### src/rtl/toggle_rx_pkg.sv
// Shared defaults and types for the toggle-event receiver.
// Optional glitch filter is selected with TOGGLE_EVENT_RX_GLITCH_FILTER_EN.
package toggle_rx_pkg;

  localparam int TOGGLE_RX_SYNC_DEF  = 2;
  localparam int TOGGLE_RX_CNT_W_DEF = 4;

  typedef logic [TOGGLE_RX_CNT_W_DEF-1:0] pending_t;

endpackage

### src/rtl/toggle_event_rx_sync_chain.sv
// Single-bit synchroniser flop chain with synchronous active-high reset to 0.
// Reusable for any single-bit clock-domain crossing.
module sync_chain #(
  parameter int STAGES = 2
) (
  input  logic clk,
  input  logic rst,
  input  logic d,
  output logic q
);

  logic [STAGES-1:0] ff;

  always_ff @(posedge clk) begin
    if (rst) begin
      ff <= '0;
    end else begin
      ff <= {ff[STAGES-2:0], d};
    end
  end

  assign q = ff[STAGES-1];

endmodule

### src/rtl/toggle_event_rx.sv
// Receive side of a toggle-encoded event line: sync, edge detect, saturating queue.
// Define TOGGLE_EVENT_RX_GLITCH_FILTER_EN to add a one-flop glitch filter.
module toggle_event_rx
  import toggle_rx_pkg::*;
#(
  parameter int SYNC_STAGES = TOGGLE_RX_SYNC_DEF,
  parameter int CNT_W       = TOGGLE_RX_CNT_W_DEF
) (
  input  logic             clk,
  input  logic             rst,
  input  logic             t_in,
  output logic             ev_pulse,
  output logic             ev_valid,
  input  logic             ev_ready,
  output logic [CNT_W-1:0] pending,
  output logic             ovf,
  input  logic             ovf_clr
);

  logic sync_last;
  logic sync_out;
  logic prev;
  logic tog;
  logic pop;
  logic sat;

  sync_chain #(
    .STAGES (SYNC_STAGES)
  ) u_sync (
    .clk (clk),
    .rst (rst),
    .d   (t_in),
    .q   (sync_last)
  );

`ifdef TOGGLE_EVENT_RX_GLITCH_FILTER_EN
  logic filt;

  always_ff @(posedge clk) begin
    if (rst) begin
      filt <= 1'b0;
    end else begin
      filt <= sync_last;
    end
  end

  // Level is accepted only once it has been stable for two samples;
  // otherwise the last accepted level is held.
  assign sync_out = (sync_last == filt) ? sync_last : prev;
`else
  assign sync_out = sync_last;
`endif

  // Handshake: an event transfers on any edge where ev_valid && ev_ready;
  // ev_valid never depends on ev_ready and stays high until all events pop.
  assign tog      = sync_out ^ prev;
  assign ev_valid = (pending != '0);
  assign pop      = ev_valid && ev_ready;
  assign sat      = (pending == {CNT_W{1'b1}});

  always_ff @(posedge clk) begin
    if (rst) begin
      prev     <= 1'b0;
      ev_pulse <= 1'b0;
      pending  <= '0;
      ovf      <= 1'b0;
    end else begin
      prev     <= sync_out;
      ev_pulse <= tog;
      if (tog && !pop && !sat) begin
        pending <= pending + CNT_W'(1);
      end else if (!tog && pop) begin
        pending <= pending - CNT_W'(1);
      end
      // A dropped event outranks a simultaneous clear.
      if (tog && !pop && sat) begin
        ovf <= 1'b1;
      end else if (ovf_clr) begin
        ovf <= 1'b0;
      end
    end
  end

endmodule

### config.mk
export PLATFORM = sky130hd
export DESIGN_NAME = toggle_event_rx
export DESIGN_NICKNAME = d
export VERILOG_FILES = /design/src/rtl/toggle_rx_pkg.sv /design/src/rtl/toggle_event_rx_sync_chain.sv /design/src/rtl/toggle_event_rx.sv
export SDC_FILE = /design/constraint.sdc
export NUM_CORES = 1
export LEC_CHECK = 0
export CORE_AREA = 4 4 41 43
export DETAILED_ROUTE_END_ITERATION = 7
export DIE_AREA = 0 0 45 47
export SYNTH_ARGS = -nofsm -noshare
export SYNTH_HDL_FRONTEND = slang
export SYNTH_SLANG_ARGS = --single-unit
### constraint.sdc
create_clock -name clk -period 4.7 [get_ports clk]
set_input_delay 0.94 -clock clk [delete_from_list [all_inputs] [get_ports clk]]
set_output_delay 0.94 -clock clk [all_outputs]
set_load 0.005 [all_outputs]
==> results.rst, run 1 <==
.. list-table::
   :header-rows: 1

   * - Metric
     - Value
   * - Arithmetic-cell share of the synthesized area counting full adders, half adders and majority gates
     - 0.0942
   * - Routed wire length
     - 854 µm
   * - Setup Skew
     - 5.54 ps
   * - Width of the die
     - 45 µm
   * - Post-synthesis mux area share
     - 0.0209
   * - Ys Warns
     - 0
   * - RSZ-0062 raised after global routing
     - false
   * - Cts bufs inserted
     - 3
   * - Area of the die
     - 2120 µm²
   * - Pwr/cell area
     - 584 nW/µm²
   * - Level count of the clock H-tree
     - 1
   * - Number of max-cap violations
     - 0
   * - Instance count along the most critical hold path
     - 1
   * - Global Route met3 Usage
     - 0.0575
   * - Fraction of the yosys area taken by sequential cells
     - 0.377
   * - XOR/XNOR share of the synthesized area
     - 0.0366
   * - Path type of the worst min-delay path
     - reg -> reg
   * - Total via count after detailed routing
     - 379
   * - Critical path fanouts, max
     - 6
   * - Boundary Pins
     - 12
   * - Area Overhead vs Synth
     - 29.3%
   * - Non-filler instance count after layout
     - 77
   * - Number of nets with antenna violations after routing
     - 0
   * - Quantity of gates resized following cts
     - 0
   * - Post-detailed-route via-to-cell ratio
     - 4.92
   * - CP endpoint kind
     - flip-flop
   * - Area fraction in compound gates after synthesis
     - 0.175
   * - Number of instances in the placed design
     - 73
   * - Most frequent cells after synthesis
     - sky130_fd_sc_hd__dfxtp_1 (9), sky130_fd_sc_hd__a21oi_1 (5), sky130_fd_sc_hd__nor2b_1 (4), sky130_fd_sc_hd__nand3_1 (3), sky130_fd_sc_hd__o21ai_0 (3)
   * - Number of nets in the final layout
     - 71
   * - Outcome
     - completed
   * - Number of library cell types mapped by synthesis
     - 25
   * - Syn nets
     - 57
   * - Port-buffer cells
     - 11
   * - Slew at the pin closest to its max-slew limit
     - 364 ps
   * - Critical Path Start Type
     - input port
   * - Min Clock Period, post-route
     - 2820 ps
   * - DRC violations left
     - 0
   * - Clock buffer depth
     - 2
   * - Largest net degree at the start of global routing
     - 11
   * - Layout cell share with drive strength beyond 1
     - 0.113
   * - Post-synthesis share of cell area spent on and, or, nand and nor gates
     - 0.257
   * - Antenna violations before repair
     - 0
   * - First-pass GRT wire length
     - 1.41 mm
   * - Total setup buffers inserted after CTS
     - 0
   * - Number of global-route vias before repair
     - 343
   * - Clk_lat worst skew
     - 250 ps
   * - Worst setup path class
     - in -> reg
   * - Gate count of the mapped netlist
     - 49
   * - Worst slew slack as a fraction of its limit
     - 0.757
   * - FFs w/ async S/R, synth
     - 0
   * - Most area-consuming cells after synthesis
     - sky130_fd_sc_hd__dfxtp_1 (38%), sky130_fd_sc_hd__o41ai_4 (5.8%), sky130_fd_sc_hd__a21oi_1 (5.2%), sky130_fd_sc_hd__ha_1 (5.2%), sky130_fd_sc_hd__nor2b_1 (5.2%)
   * - Main combinational cell family by area after synthesis
     - simple AND/OR/NAND/NOR gates
   * - WP data required
     - 4820 ps
   * - Final routed wire length divided by cell count
     - 11.1 µm
   * - Number of synthesized flops with an enable pin
     - 0
   * - Final number of setup-violating endpoints
     - 0
   * - Met2 usage
     - 0.138
   * - Initial core utilization
     - 0.367
   * - Number of max-slew violations in the final report
     - 0
   * - Post-synth top area cell
     - sky130_fd_sc_hd__dfxtp_1
   * - Iteration count of the initial detailed-routing pass
     - 3
   * - Overall routing resource usage
     - 0.0977
   * - Total negative slack
     - 0 ps
   * - Sequential standard cell area
     - 180 µm²
   * - Main flop type after synthesis
     - sky130_fd_sc_hd__dfxtp_1
   * - Most numerous cell in the Yosys netlist
     - sky130_fd_sc_hd__dfxtp_1
   * - Busiest layer in global routing
     - met2
   * - Vertical die dimension
     - 47 µm
   * - Clock transition at the registers of the reported paths
     - 60 ps
   * - Root Buffer Master
     - sky130_fd_sc_hd__clkbuf_4
   * - Synth Register Bits
     - 9
   * - Clock tree from TritonCTS
     - built
   * - Signal arrival time at the worst endpoint
     - 2940 ps
   * - Placed wire-length estimate
     - 650 µm
   * - Area of the placeable core
     - 1300 µm²
   * - Diode insertion count for antenna repair
     - 0
   * - Met1 demand-to-capacity share in global routing
     - 0.122
   * - Number of DRC markers after the initial detailed-route iteration
     - 10
   * - Clock sink count
     - 9
   * - Reg2reg path depth
     - 8
   * - Static leakage
     - 0.230 nW
   * - Rows
     - 13
   * - IR Drop Worst-Case VDD
     - 273 µV
   * - Global-route congestion overflow total
     - 0
   * - Synth Cell Area
     - 478 µm²
   * - Final Hold Viols
     - 0
   * - Share of the cycle needed by the critical path after routing
     - 0.601
   * - Post-synthesis average cell area
     - 9.75 µm²
   * - Footprint of the multi-input gates
     - 279 µm²
   * - Gp weighted congestion
     - 0.644
   * - Hold Buf Count CTS
     - 0
   * - Area share of the largest cell type after synthesis
     - 0.377
   * - Highest clock frequency the design can meet
     - 354 MHz
   * - Fillers
     - 131
[metal layers]
layer / vias to the layer above / share of wire
li1: 203 / -
met1: 169 / 0.52
met2: 7 / 0.43
met3: 0 / 0.052
met4: 0 / 0
met5: - / 0
[layout make-up]
type | count | area share
multi-input cells | 37 | 0.451
flip-flops and latches | 9 | 0.291
repair buffers | 11 | 0.178
clock buffers | 4 | 0.0425
well taps | 15 | 0.0304
inverters | 1 | 0.00607
[logic make-up (layout without fill, tap and decap cells)]
| family | count (synthesis) | in the layout |
|---|---|---|
| buffers and inverters | 3 | 16 |
| adder cells (fa/ha/maj) | 3 | 3 |
| flip-flops | 9 | 9 |
| multiplexers | 1 | 1 |
| AND/OR/NAND/NOR | 20 | 20 |
| XOR/XNOR | 2 | 2 |
| AO/OA/AOI/OAI | 11 | 11 |
[critical path, stage by stage]
cell	delay [ps]
sky130_fd_sc_hd__clkdlybuf4s50_1	450
sky130_fd_sc_hd__o41ai_4	80
sky130_fd_sc_hd__and3_1	330
sky130_fd_sc_hd__inv_1	150
sky130_fd_sc_hd__ha_1	340
sky130_fd_sc_hd__a21oi_1	260
sky130_fd_sc_hd__a21boi_0	140
sky130_fd_sc_hd__mux2i_1	140
sky130_fd_sc_hd__o311ai_1	100
[per-stage QoR]
step / hold slack, ps / utilization / area [µm²] / worst slack [ps] / power [mW]
2_1_floorplan: 414 / - / 478 / 2320 / 0.236
3_3_place_gp: 418 / 0.455 / 592 / 1670 / 0.309
3_5_place_dp: 447 / 0.455 / 592 / 1620 / 0.309
4_1_cts: 455 / 0.475 / 618 / 1890 / 0.368
5_1_grt: 470 / 0.475 / 618 / 1750 / 0.398
6_report: 452 / 0.475 / 618 / 1880 / 0.361
[path summary, 6_finish.rpt]
kind / from / end / slack (ps)
max: ev_ready / pending[3] / 1880
min: u_sync.ff[0] / u_sync.ff[1] / 450
max reg2reg: pending[1] / pending[3] / 2260
min reg2reg: u_sync.ff[0] / u_sync.ff[1] / 450
[power by group]
part / internal [mW] / switching [mW]
Combinational: 0.101 / 0.0700
Sequential: 0.0941 / 0.0384
Clock: 0.0326 / 0.0247
Total: 0.228 / 0.133
[flip-flops by register name, summed over array words and instances (netlist names)]
| signal | flops |
|---|---|
| pending | 4 |
| u_sync.ff | 2 |
| ovf | 1 |
| prev | 1 |
| ev_pulse | 1 |
[layout by cell type, fill, tap and decap left out]
| cell | synthesis | final |
|---|---|---|
| sky130_fd_sc_hd__clkdlybuf4s50_1 | 0 | 11 |
| sky130_fd_sc_hd__dfxtp_1 | 9 | 9 |
| sky130_fd_sc_hd__a21oi_1 | 5 | 5 |
| sky130_fd_sc_hd__nor2b_1 | 4 | 4 |
| sky130_fd_sc_hd__nand3_1 | 3 | 3 |
| sky130_fd_sc_hd__o21ai_0 | 3 | 3 |
| sky130_fd_sc_hd__clkbuf_4 | 0 | 3 |
| sky130_fd_sc_hd__xor2_1 | 2 | 2 |
| sky130_fd_sc_hd__nand4_1 | 2 | 2 |
| sky130_fd_sc_hd__nor2_1 | 2 | 2 |
| sky130_fd_sc_hd__nand2b_1 | 2 | 2 |
| sky130_fd_sc_hd__ha_1 | 2 | 2 |
| sky130_fd_sc_hd__o41ai_4 | 1 | 1 |
| sky130_fd_sc_hd__and3_1 | 1 | 1 |
| sky130_fd_sc_hd__inv_1 | 1 | 1 |
| sky130_fd_sc_hd__or4_2 | 1 | 1 |
| sky130_fd_sc_hd__nand2_1 | 1 | 1 |
| sky130_fd_sc_hd__a21boi_0 | 1 | 1 |
| sky130_fd_sc_hd__mux2i_1 | 1 | 1 |
| sky130_fd_sc_hd__o311ai_1 | 1 | 1 |
| sky130_fd_sc_hd__nand3b_1 | 1 | 1 |
| sky130_fd_sc_hd__nor3_1 | 1 | 1 |
| sky130_fd_sc_hd__nor3b_2 | 1 | 1 |
| sky130_fd_sc_hd__or2_2 | 1 | 1 |
| sky130_fd_sc_hd__fa_1 | 1 | 1 |
| sky130_fd_sc_hd__clkbuf_1 | 1 | 1 |
No activity file was read; power rests on OpenSTA's default activity.
==> inputs of run 2 (changes only) <==
- clock period: 4.7 -> 2.6 ns (I/O delays scaled with it)
==> results.rst, run 2 (synthesis results as in run 1) <==
.. list-table::
   :header-rows: 1

   * - Metric
     - Value
   * - Level count of the clock H-tree
     - 1 (unchanged)
   * - First-pass GRT wire length
     - 1.57 mm (+11%)
   * - Hold-critical path endpoint
     - u_sync.ff[1]
   * - Met2 Wirelength
     - 454 µm (+25%)
   * - Highest clock frequency the design can meet
     - 429 MHz
   * - DP Worst Slack
     - 77.6 ps (-1540 ps)
   * - Slowest Stage Delay on Critical Path
     - 680 ps (+230 ps)
   * - Largest net degree at the start of global routing
     - 11 (unchanged)
   * - Cts bufs inserted
     - 3 (unchanged)
   * - Largest registers
     - pending: 4 flops, u_sync.ff: 2 flops
   * - Number of max-cap violations
     - 0 (unchanged)
   * - Clock transition at the registers of the reported paths
     - 60 ps (about the same)
   * - Number of max-slew violations in the final report
     - 0 (unchanged)
   * - Met1 wire length
     - 453 µm (+1.8%)
   * - Number of DRC markers after the initial detailed-route iteration
     - 9 (-1)
   * - Reg2reg path depth
     - 8 (unchanged)
   * - Crit Reg-Reg Startpoint
     - pending[1]
   * - Utilization after layout
     - 0.481 (+0.00577)
   * - Signal arrival time at the worst endpoint
     - 1810 ps (-1130 ps)
   * - Setup slack on the worst flop-to-flop path
     - 310 ps (-1950 ps)
   * - Number of global-route vias before repair
     - 367 (+7.0%)
   * - Layout cell share with drive strength beyond 1
     - 0.127 (+0.0141)
   * - Total chip power
     - 0.674 mW (+87%)
   * - Area of the die
     - 2120 µm² (unchanged)
   * - Total setup buffers inserted after CTS
     - 0 (unchanged)
   * - RSZ-0062 raised after global routing
     - false
   * - Outcome
     - completed
   * - Root Buffer Master
     - sky130_fd_sc_hd__clkbuf_4
   * - Quantity of gates resized following cts
     - 0 (unchanged)
   * - Most frequent standard cell in the layout excluding fill and tap cells
     - sky130_fd_sc_hd__clkdlybuf4s50_1
   * - Clk_lat worst skew
     - 250 ps (about the same)
   * - Clock sink count
     - 9 (unchanged)
   * - Critical path fanouts, max
     - 7 (+1)
   * - Boundary Pins
     - 12 (unchanged)
   * - Total buffers and inverters traversed by the critical path
     - 1 (-1)
   * - Met3 Routed Length
     - 63 µm (+43%)
   * - Launch instance of the worst min-delay path
     - u_sync.ff[0]
   * - Critical Path Start Type
     - flip-flop
   * - Commonest cells after routing, fill and taps aside
     - sky130_fd_sc_hd__clkdlybuf4s50_1 (11), sky130_fd_sc_hd__dfxtp_1 (9), sky130_fd_sc_hd__a21oi_1 (5)
   * - Antenna violations before repair
     - 0 (unchanged)
   * - Setup Skew
     - 1.81 ps (-3.73 ps)
   * - Worst slew slack as a fraction of its limit
     - 0.744 (-0.0124)
   * - Top Family by Delay on Critical Path
     - simple AND/OR/NAND/NOR gates
   * - Number of nets in the final layout
     - 72 (+1.4%)
   * - Placed wire-length estimate
     - 701 µm (+7.8%)
   * - Clock buffer depth
     - 2 (unchanged)
   * - Smallest setup slack after layout
     - 270 ps (-1610 ps)
   * - Worst setup path class
     - reg -> out
   * - Final Hold Viols
     - 0 (unchanged)
   * - Initial core utilization
     - 0.367 (unchanged)
   * - Worst hold slack
     - 442 ps (-9.61 ps)
   * - CP endpoint kind
     - primary output
   * - Min Clock Period, post-route
     - 2330 ps
   * - Final number of setup-violating endpoints
     - 0 (unchanged)
   * - Port-buffer cells
     - 11 (unchanged)
   * - Path type of the worst min-delay path
     - reg -> reg
   * - Clock tree from TritonCTS
     - built
   * - Cells traversed along the worst timing path
     - or4_2 -> clkdlybuf4s50_1
   * - Share of the cycle needed by the critical path after routing
     - 0.896
   * - Highest-delay cell along the critical path
     - sky130_fd_sc_hd__or4_2
   * - Diode insertion count for antenna repair
     - 0 (unchanged)
   * - Highest metal used
     - met4
   * - Iteration count of the initial detailed-routing pass
     - 4 (+1)
   * - Global-route congestion overflow total
     - 0 (unchanged)
   * - Overall routing resource usage
     - 0.106 (+0.00857)
   * - Vertical die dimension
     - 47 µm (unchanged)
   * - Area Overhead vs Synth
     - 30.9%
   * - Slew at the pin closest to its max-slew limit
     - 382 ps (+17.7 ps)
   * - Rows
     - 13 (unchanged)
   * - Total negative slack
     - 0 ps (unchanged)
   * - Hold Buf Count CTS
     - 0 (unchanged)
   * - Static leakage
     - 0.236 nW (+2.3%)
   * - Flip-flop count of the largest register after layout
     - 4 (unchanged)
   * - Largest register by flop count
     - pending
   * - Pwr/cell area
     - 1080 nW/µm² (+84%)
   * - IR Drop Worst-Case VDD
     - 478 µV (+75%)
   * - DRC violations left
     - 0 (unchanged)
   * - Gp weighted congestion
     - 0.678 (+5.3%)
   * - Area of the placeable core
     - 1300 µm² (unchanged)
   * - Number of nets with antenna violations after routing
     - 0 (unchanged)
   * - Post-detailed-route via-to-cell ratio
     - 5.55 (+13%)
   * - Instance count along the most critical hold path
     - 1 (unchanged)
   * - WP data required
     - 2080 ps (-2740 ps)
   * - Final routed wire length divided by cell count
     - 12.6 µm (+14%)
   * - Routed wire length
     - 984 µm (+15%)
   * - Endpoint of the worst-slack reg-to-reg timing path
     - pending[3]
   * - Width of the die
     - 45 µm (unchanged)
   * - Total via count after detailed routing
     - 433 (+14%)
## run 2: metal layers
metal  vias to the layer above  track usage
li1                        206            -
met1                       212        0.145
met2                        13        0.141
met3                         2       0.0345
met4                         0       0.0702
met5                         -            0
## run 2: how the worst max path moves through the flow
stage          depth (start not counted)       start          to  slack [ps]
4_1_cts                                2  pending[1]    ev_valid         250
2_1_floorplan                          9  pending[1]  pending[3]         430
3_3_place_gp                           9    ev_ready  pending[3]         130
6_report                               2  pending[1]    ev_valid         270
3_5_place_dp                           9    ev_ready  pending[3]          80
5_1_grt                                8  pending[1]  pending[3]         100
## run 2: area by class of cell
class	count	area (µm²)
sequential	9	180
clock buffer	4	26.3
tap	15	18.8
multi-input combinational	37	279
inverter	1	3.75
timing repair buffer	12	118
fill	133	676
## run 2: report_power, final
part / switching [mW] / internal [mW]
Combinational: 0.138 / 0.187
Clock: 0.0487 / 0.0591
Sequential: 0.0713 / 0.170
Total: 0.258 / 0.416
## run 2: through the flow
step,cell area (µm²),std cells
after floorplan,478,49
after global placement,599,74
after detailed placement,599,74
after CTS,626,78
after global routing,626,78
final,626,78
